<file path="src/rtl/fifo_wr_arbiter_pkg.sv">
// ---------------------------------------------------------------------------
// fifo_wr_arb_pkg
// Shared types and constants for the FIFO write-port arbiter:
//   state_t     - arbiter FSM state (IDLE, GRANT)
//   DW_DEFAULT  - default data width, matches the async FIFO wdata
//   STAT_W      - width of each per-requester beat counter
// ---------------------------------------------------------------------------
package fifo_wr_arb_pkg;

   typedef enum logic {
      IDLE  = 1'b0,
      GRANT = 1'b1
   } state_t;

   localparam int DW_DEFAULT = 8;
   localparam int STAT_W     = 16;

endpackage

</file>
<file path="src/rtl/fifo_wr_arbiter_if.sv">
// ---------------------------------------------------------------------------
// fifo_wr_arbiter_if
// Bundles the requester handshake, the FIFO write port and the grant/status
// outputs of fifo_wr_arbiter.
//   req_vld/req_data/req_rdy - N_REQ requester handshakes, data at [i*DW +: DW]
//   wreqa/wdata/fulla        - FIFO write strobe, data and full flag
//   gnt_vld/gnt_id           - active grant and its owner
//   stat_beats               - per-requester beat counters, STAT_W bits each
// slave modport: arbiter side.  master modport: requesters/FIFO side.
// ---------------------------------------------------------------------------
interface fifo_wr_arbiter_if #(
   parameter int N_REQ = 4,
   parameter int DW    = fifo_wr_arb_pkg::DW_DEFAULT
) ();

   localparam int ID_W = $clog2(N_REQ);

   logic [N_REQ-1:0]                        req_vld;
   logic [N_REQ*DW-1:0]                     req_data;
   logic [N_REQ-1:0]                        req_rdy;
   logic                                    wreqa;
   logic [DW-1:0]                           wdata;
   logic                                    fulla;
   logic                                    gnt_vld;
   logic [ID_W-1:0]                         gnt_id;
   logic [N_REQ*fifo_wr_arb_pkg::STAT_W-1:0] stat_beats;

   modport slave (
      input  req_vld, req_data, fulla,
      output req_rdy, wreqa, wdata, gnt_vld, gnt_id, stat_beats
   );

   modport master (
      output req_vld, req_data, fulla,
      input  req_rdy, wreqa, wdata, gnt_vld, gnt_id, stat_beats
   );

endinterface

</file>
<file path="src/rtl/fifo_wr_arbiter_rr_pick.sv">
// ---------------------------------------------------------------------------
// rr_pick
// Combinational rotate-priority picker. Scans ptr+1, ptr+2, ... modulo N_REQ
// and returns the first set request bit.
//   req  in  N_REQ  request vector
//   ptr  in  ID_W   last served index (lowest priority)
//   any  out 1      at least one request set
//   idx  out ID_W   winning index, 0 when any is low
// ---------------------------------------------------------------------------
module rr_pick #(
   parameter int N_REQ = 4,
   parameter int ID_W  = $clog2(N_REQ)
) (
   input  logic [N_REQ-1:0] req,
   input  logic [ID_W-1:0]  ptr,
   output logic             any,
   output logic [ID_W-1:0]  idx
);

   logic [ID_W-1:0] j;

   // Walk from the lowest priority to the highest so the nearest
   // candidate after ptr is the last one written.
   always_comb begin
      any = 1'b0;
      idx = '0;
      j   = '0;
      for (int k = N_REQ; k >= 1; k--) begin
         j = ID_W'((int'(ptr) + k) % N_REQ);
         if (req[j]) begin
            any = 1'b1;
            idx = j;
         end
      end
   end

endmodule

</file>
<file path="src/rtl/fifo_wr_arbiter.sv">
// ---------------------------------------------------------------------------
// fifo_wr_arbiter
// Burst round-robin arbiter sharing the async FIFO write port between N_REQ
// requesters, write clock domain only. A grant lasts up to BURST_MAX beats,
// or until the owner drops req_vld while the FIFO is not full. A full FIFO
// stalls the grant without releasing it. One IDLE cycle separates grants.
//   clka   in  write-domain clock
//   rstna  in  synchronous active-low reset; also forces all outputs low
//   bus    slave modport of fifo_wr_arbiter_if (requesters, FIFO, status)
// Optional: define FIFO_WR_ARB_STATS_EN to enable the saturating
// per-requester beat counters on stat_beats; otherwise stat_beats is 0.
// ---------------------------------------------------------------------------
module fifo_wr_arbiter
   import fifo_wr_arb_pkg::*;
#(
   parameter int N_REQ     = 4,
   parameter int DW        = DW_DEFAULT,
   parameter int BURST_MAX = 4
) (
   input  logic             clka,
   input  logic             rstna,
   fifo_wr_arbiter_if.slave bus
);

   localparam int ID_W  = $clog2(N_REQ);
   localparam int CNT_W = $clog2(BURST_MAX + 1);

   state_t          state;
   logic [ID_W-1:0] ptr;
   logic [ID_W-1:0] gnt_id_q;
   logic [CNT_W-1:0] beat_cnt;

   logic            pick_any;
   logic [ID_W-1:0] pick_idx;
   logic            sel_vld;
   logic            in_grant;
   logic            beat;

   rr_pick #(
      .N_REQ (N_REQ),
      .ID_W  (ID_W)
   ) u_pick (
      .req (bus.req_vld),
      .ptr (ptr),
      .any (pick_any),
      .idx (pick_idx)
   );

   assign in_grant = rstna && (state == GRANT);
   assign sel_vld  = bus.req_vld[gnt_id_q];
   assign beat     = in_grant && sel_vld && !bus.fulla;

   always_ff @(posedge clka) begin
      if (!rstna) begin
         state    <= IDLE;
         ptr      <= ID_W'(N_REQ - 1);
         gnt_id_q <= '0;
         beat_cnt <= '0;
      end else begin
         case (state)
            IDLE: begin
               if (pick_any) begin
                  gnt_id_q <= pick_idx;
                  beat_cnt <= '0;
                  state    <= GRANT;
               end
            end
            GRANT: begin
               // fulla freezes everything, including an idle owner.
               if (!bus.fulla) begin
                  if (!sel_vld || (beat_cnt == CNT_W'(BURST_MAX - 1))) begin
                     state <= IDLE;
                     ptr   <= gnt_id_q;
                  end else begin
                     beat_cnt <= beat_cnt + CNT_W'(1);
                  end
               end
            end
            default: state <= IDLE;
         endcase
      end
   end

   always_comb begin
      bus.req_rdy = '0;
      if (in_grant && !bus.fulla) bus.req_rdy[gnt_id_q] = 1'b1;
   end

   assign bus.wreqa   = beat;
   assign bus.gnt_vld = in_grant;
   assign bus.gnt_id  = rstna ? gnt_id_q : '0;
   assign bus.wdata   = rstna ? bus.req_data[int'(gnt_id_q)*DW +: DW] : '0;

`ifdef FIFO_WR_ARB_STATS_EN
   function automatic logic [STAT_W-1:0] sat_inc(input logic [STAT_W-1:0] v);
      return (v == {STAT_W{1'b1}}) ? v : v + STAT_W'(1);
   endfunction

   logic [STAT_W-1:0] stat_q [N_REQ];

   always_ff @(posedge clka) begin
      for (int i = 0; i < N_REQ; i++) begin
         if (!rstna) begin
            stat_q[i] <= '0;
         end else if (beat && (gnt_id_q == ID_W'(i))) begin
            stat_q[i] <= sat_inc(stat_q[i]);
         end
      end
   end

   for (genvar g = 0; g < N_REQ; g++) begin : g_stat
      assign bus.stat_beats[g*STAT_W +: STAT_W] = stat_q[g];
   end
`else
   assign bus.stat_beats = '0;
`endif

endmodule

</file>
<file path="src/flat_wrapper.sv">
// flat-port wrapper written by rule: the top's interface ports become plain ports
module fifo_wr_arbiter_flat import fifo_wr_arb_pkg::*;
#(
   parameter int N_REQ     = 4,
   parameter int DW        = DW_DEFAULT,
   parameter int BURST_MAX = 4
)
  (clka, rstna, bus_req_vld, bus_req_data, bus_fulla, bus_req_rdy, bus_wreqa, bus_wdata, bus_gnt_vld, bus_gnt_id, bus_stat_beats);
  fifo_wr_arbiter_if #(.N_REQ(N_REQ), .DW(DW)) bus_i ();
  input  logic clka;
  input  logic rstna;
  input wire logic [$bits(bus_i.req_vld)-1:0] bus_req_vld;
  input wire logic [$bits(bus_i.req_data)-1:0] bus_req_data;
  input wire logic [$bits(bus_i.fulla)-1:0] bus_fulla;
  output wire logic [$bits(bus_i.req_rdy)-1:0] bus_req_rdy;
  output wire logic [$bits(bus_i.wreqa)-1:0] bus_wreqa;
  output wire logic [$bits(bus_i.wdata)-1:0] bus_wdata;
  output wire logic [$bits(bus_i.gnt_vld)-1:0] bus_gnt_vld;
  output wire logic [$bits(bus_i.gnt_id)-1:0] bus_gnt_id;
  output wire logic [$bits(bus_i.stat_beats)-1:0] bus_stat_beats;
  assign bus_i.req_vld = bus_req_vld;
  assign bus_i.req_data = bus_req_data;
  assign bus_i.fulla = bus_fulla;
  assign bus_req_rdy = bus_i.req_rdy;
  assign bus_wreqa = bus_i.wreqa;
  assign bus_wdata = bus_i.wdata;
  assign bus_gnt_vld = bus_i.gnt_vld;
  assign bus_gnt_id = bus_i.gnt_id;
  assign bus_stat_beats = bus_i.stat_beats;
  fifo_wr_arbiter #(.N_REQ(N_REQ), .DW(DW), .BURST_MAX(BURST_MAX)) u_core (.clka(clka), .rstna(rstna), .bus(bus_i));
endmodule
</file>
<file path="config.mk">
export PLATFORM = sky130hd
export DESIGN_NAME = fifo_wr_arbiter_flat
export DESIGN_NICKNAME = d
export VERILOG_FILES = /design/src/rtl/fifo_wr_arbiter_pkg.sv /design/src/rtl/fifo_wr_arbiter_if.sv /design/src/rtl/fifo_wr_arbiter_rr_pick.sv /design/src/rtl/fifo_wr_arbiter.sv /design/src/flat_wrapper.sv
export SDC_FILE = /design/constraint.sdc
export NUM_CORES = 1
export LEC_CHECK = 0
export CORE_MARGIN = 3
export CORE_UTILIZATION = 31
export CTS_BUF_LIST = sky130_fd_sc_hd__clkbuf_16
export DETAILED_ROUTE_END_ITERATION = 8
export DONT_BUFFER_PORTS = 1
export GPL_TIMING_DRIVEN = 0
export PLACE_DENSITY = 0.53
export SLEW_MARGIN = 5
export SYNTH_ARGS = -nofsm -noshare
export SYNTH_HDL_FRONTEND = slang
export SYNTH_SLANG_ARGS = --single-unit
</file>
<file path="constraint.sdc">
create_clock -name clka -period 2.2 [get_ports clka]
set_clock_uncertainty 0.15 [all_clocks]
set_input_delay 0.66 -clock clka [delete_from_list [all_inputs] [get_ports clka]]
set_output_delay 0.66 -clock clka [all_outputs]
set_load 0.02 [all_outputs]
</file>
Word-level counts from Yosys, hierarchy flattened
Index checks and enable logic that the tools add are counted.
{"block": "op_classes", "n_addsub": 5, "n_lt_le_gt_ge": 6, "n_eq_ne": 4, "shifts": 1, "muxes": 31, "bitwise_logic": 2, "n_reduce_logical": 11}
{"cell": "indexed part select 32 x 6 -> 8 bit", "count": 1}
{"cell": "< comparator 2 x 3 -> 1 bit, second input constant", "count": 5}
{"cell": "2-to-1 mux 1 bit", "count": 13}
{"cell": "binary-select mux 1 bit (select 2 bit)", "count": 5}
{"cell": "2-to-1 mux 2 bit", "count": 5}
{"cell": "2-to-1 mux 3 bit", "count": 3}
{"cell": "2-to-1 mux 8 bit", "count": 1}
{"cell": "one-hot mux 3 bit (2 select lines)", "count": 1}
{"cell": "AND reduction 3 bit", "count": 2}
{"cell": "logical AND 1 bit", "count": 5}
{"cell": "adder 2 x 1 -> 2 bit, second input constant", "count": 2}
{"cell": "adder 2 bit, second input constant", "count": 2}
{"cell": "2-to-1 mux 4 bit", "count": 1}
{"cell": "inequality test 2 bit, second input constant", "count": 2}
{"cell": "adder 3 x 1 -> 3 bit, second input constant", "count": 1}
{"cell": "equality test 3 x 2 -> 1 bit, second input constant", "count": 1}
{"cell": "demux 1 bit (select 2 bit)", "count": 1}
{"cell": "greater-or-equal comparator 2 x 1 -> 1 bit, second input constant", "count": 1}
{"cell": "zero test 1 bit", "count": 2}
{"cell": "inequality test 2 x 1 -> 1 bit, second input constant", "count": 1}
{"cell": "NOT 1 bit", "count": 2}
{"cell": "one-hot mux 1 bit (2 select lines)", "count": 1}
{"cell": "AND reduction 2 bit", "count": 1}
{"cell": "logical OR 1 bit", "count": 1}
{"block": "word_totals", "register_bits": 8, "input_bits": 39, "wordCells": 64}

Depth between registers and ports, before layout
{"block": "depth", "word_depth": 9, "ltp_mapped": 6}

Cells and area by module
From an unflattened synthesis, not the netlist that was laid out.
{"block": "hier_totals", "cells_unflattened": 154, "hier_area_um2": 1336.3}
{"module": "fifo_wr_arbiter", "n_inst": 1, "cells_per_inst": 140, "area_per_inst_um2": 1244.9, "seq_area_each_um2": 160.2}
{"module": "rr_pick", "n_inst": 1, "cells_per_inst": 14, "area_per_inst_um2": 91.3, "seq_area_each_um2": 0.0}

Worst setup path after synthesis
OpenSTA, ideal clock, no wires.
{"block": "synth_timing", "kind": "input-to-output", "start": "in rstna", "end": "out bus_wreqa", "t_arrival_ps": 1549, "t_required_ps": 1390, "slack_ps": -159, "path_stages": 3, "path_buffers": 0, "path_cell_list": "and2_1 nand2b_1 nor3_1"}
{"block": "synth_via", "elab_chain_len": 3}
{"element": "from (decl)", "line": "flat_wrapper.sv:11", "text": "input logic rstna;"}
{"element": "logical AND 1 bit", "line": "fifo_wr_arbiter.sv:49", "text": "assign in_grant = rstna && (state == GRANT);"}
{"element": "logical AND 1 bit (2 in a row)", "line": "fifo_wr_arbiter.sv:51", "text": "assign beat = in_grant && sel_vld && !bus.fulla;"}
{"element": "to (decl)", "line": "flat_wrapper.sv:16", "text": "output wire logic [$bits(bus_i.wreqa)-1:0] bus_wreqa;"}
Every way passes these cells.

Worst setup path in the final report
{"block": "layout_timing", "start": "reg u_core.gnt_id_q[0]", "end": "out bus_wdata[0]"}
{"block": "layout_via", "elab_chain_len": 2}
{"element": "from (decl)", "line": "fifo_wr_arbiter.sv:30", "text": "logic [ID_W-1:0] gnt_id_q;"}
{"element": "from (signal assigned)", "line": "fifo_wr_arbiter.sv:63", "text": "gnt_id_q <= pick_idx;"}
{"element": "indexed part select 32 x 6 -> 8 bit", "line": "fifo_wr_arbiter.sv:92", "text": "assign bus.wdata = rstna ? bus.req_data[int'(gnt_id_q)*DW +: DW] : '0;"}
{"element": "2-to-1 mux 8 bit", "line": "fifo_wr_arbiter.sv:92"}
{"element": "to (decl)", "line": "flat_wrapper.sv:17", "text": "output wire logic [$bits(bus_i.wdata)-1:0] bus_wdata;"}
Every way passes these cells.

==> results.md <==
- Worst Setup Start Kind: register
- Wire per inst: 10.43 um
- VDD IR max: 202.2 uV
- Synth Register Bits: 8
- H-tree levels: 1
- Clock latency on the worst-skew pair: 0.23 ns
- Sw Pwr: 328.2 uW
- Hold_buf cts: 0
- Initial antenna violation count: 0
- GR Util All Layers: 10.87%
- Type of the tightest min-delay check: reg2reg
- Critical path endpoint category: output port
- Post-synth EDFFs: 0
- Worst Path Class, Setup: reg2out
- Core ar.: 4058 um^2
- CP arrival: 1.42 ns
- Ys flop type: dfxtp_1
- Slowest cell on crit path: mux4_2
- Synth top area share: 36.19%
- CP max stage delay: 0.48 ns
- Post-Syn Instances: 158
- GR peak layer: met2
- Worst-path cell chain: buf_12 -> mux4_2 -> and2_4
- P&R area growth vs syn: 38.45%
- Area occupied by multi-input gates: 939.7 um^2
- Post-synth top area cell: buf_4
- Status: complete, but fails checks
- Max Freq: 0.4479 GHz
- Die H: 71.44 um
- Minimum clock period: 2.233 ns
- CP required: 1.39 ns
- Root buffer cell: clkbuf_16
- DR vias/cell: 3.703
- Yosys warns: 0
- Die Area: 5104 um^2
- Yosys cell types: 29
- Final-report max-slew violation count: 0
- Dpl cells: 271
- Mapped Area: 1328 um^2
- Dpl hpwl: 2557 um
- Seq pwr share: 18.9%
- Layout cell share with drive strength beyond 1: 46.72%
- First-pass GRT wire length: 4367 um
- Sequential cell area fraction in the yosys report: 12.06%
- Pwr Total: 940.7 uW
- Max FO, Critical Path: 6
- Detail Route Antenna Nets: 0
- Crit share post-route: 101.5%
- Worst reg2reg path depth: 6
- Starting Density: 32.72%
- Met3 usage: 5.189%
- Critical R2R Capture: u_core.ptr[0]
- CP endpoint: bus_wdata[0]
- R2r startpoint: u_core.gnt_id_q[0]
- DIE WIDTH: 71.44 um
- Clk slew on worst S/H paths: 0.04 ns
- Worst hold margin: 0.3120 ns
- Synth area leaders: buf_4 36%, dfxtp_1 12%, mux4_2 8.5%
- Net Sw Frac: 34.89%
- CTS tree: built
- Final nets: 272
- Max_cap viols: 0
- DRT iter0 DRCs: 19
- DRC: 0
- Met2 GRT Util: 18.67%
- Total CTS buffers: 3
- LEAKAGE: 0.0009746 uW
- Total wire length: 2909 um
- Final setup vio count: 5
- Clk pwr share: 32.4%
- I/O Buffers: 0
- GRT Residual Overflow: 0
- Pwr dens: 511.8 nW/um^2
- CTS max path bufs: 2
- Vias in the first global route: 922
- GPL Wtd Cong: 0.7355
- Crit. Startpoint: u_core.gnt_id_q[0]
- R2R setup slack: 0.42 ns
- Clock sink total: 8
- DR pass1 iterations: 4
- Ant diodes: 0
- Gate power share: 48.7%
- Fillers: 406
- Met1 global-route usage: 11.91%
- Synthesized area per cell: 8.402 um^2
- Failing checks: setup timing
- Largest net degree at the start of global routing: 11
- Pint: 612.4 uW
- Site Rows: 23
- Total vias in the final route: 1033
- Post-route insts no fill: 279
- Final worst slack: -0.03270 ns
- RSZ-0062 raised after global routing: yes
- IO Pins: 119
- Register area: 165.2 um^2
- Final hold viol count: 0
- Synth async-reset ratio: 0%
==> worst min path at each step <==
stage	start	to	slack, ns	depth (start not counted)
final	u_core.beat_cnt[2]	u_core.beat_cnt[2]	0.31	2
after global routing	u_core.beat_cnt[2]	u_core.beat_cnt[2]	0.35	2
after CTS	u_core.beat_cnt[2]	u_core.beat_cnt[2]	0.32	2
after detailed placement	u_core.beat_cnt[2]	u_core.beat_cnt[2]	0.31	2
after global placement	u_core.beat_cnt[2]	u_core.beat_cnt[2]	0.31	2
after floorplan	u_core.ptr[0]	u_core.ptr[0]	0.30	2
==> Yosys cell counts (3+ instances only) <==
cell	count
nand2b_1	7
nand3_1	5
and2_1	11
nor3_1	3
o21ai_0	5
a21oi_1	5
nor2_1	8
mux4_1	3
mux4_2	5
dfxtp_1	8
nand2_1	3
inv_1	4
mux2i_1	4
buf_4	64
==> worst max-delay path, delay by kind of cell, from the launching register on <==
kind	cells	cell delay, ns
multiplexers	1	0.48
buffers and inverters	1	0.12
flip-flops	1	0.39
AND/OR/NAND/NOR	1	0.19
==> logic make-up after synthesis <==
kind of cell    Yosys count  share of synthesized area [%]
mux                      14                          19.70
simple gates             42                          16.96
other cells               1                         0.2825
compound gates           17                          8.764
flops                     8                          12.06
buf+inv                  74                          40.34
fa+ha+maj                 2                          1.885
==> layout by cell type (no fill, tap or decap), drive strengths merged <==
cell	count
nand2	3
nor2b	2
and2	11
buf	72
and3	2
a21boi	1
dfxtp	8
nand3	5
mux2	2
inv	4
conb	64
a221oi	1
clkbuf	6
o211ai	1
nand2b	7
a21oi	5
nor3	3
nor2	9
mux2i	4
o22a	1
a21o	2
ha	2
o21ai	5
a22oi	1
mux4	8
==> timing repair <==
action	in CTS	in global routing
gates resized for setup	35	6
pin swaps	6	2
buffers inserted	4	2
setup endpoints to repair	13	13
==> per-layer routing <==
layer	part of all wire, %	vias to the layer above	wire [um]
met3	16	5	456
met2	49	68	1434
met1	34	412	991
li1	-	548	-
met5	0	-	0
met4	0.93	0	27
==> stage by stage <==
stage	instance area [um^2]	setup slack [ns]	utilization, %	setup TNS [ns]
after floorplan	1569	-0.1271	-	-0.2666
after global placement	1632	-0.2833	40.21	-2.678
after detailed placement	1632	-0.2824	40.21	-2.812
after CTS	1818	-0.07849	44.80	-0.4143
after global routing	1838	-0.08207	45.30	-0.3551
final	1838	-0.03270	45.30	-0.09155
==> power by group through the flow <==
stage          clock, uW  sequential, uW  combinational, uW
6_report             304             178                458
5_1_grt              318             181                495
4_1_cts              311             170                457
3_5_place_dp           0             172                404
3_3_place_gp           0             172                403
2_1_floorplan          0             169                375
==> flip-flops by register name (all words and copies together) (netlist names) <==
signal,cells
u_core.ptr,2
u_core.state,1
u_core.gnt_id_q,2
u_core.beat_cnt,3
==> area by class of cell <==
class | instances | share of cell area [%]
multi-input cells | 139 | 51.12
plain buffers | 69 | 28.93
flip-flops and latches | 8 | 8.986
clock buffers | 3 | 4.084
well taps | 50 | 3.404
repair buffers | 6 | 2.655
inverters | 4 | 0.8169
(Power assumes the default switching activity.)
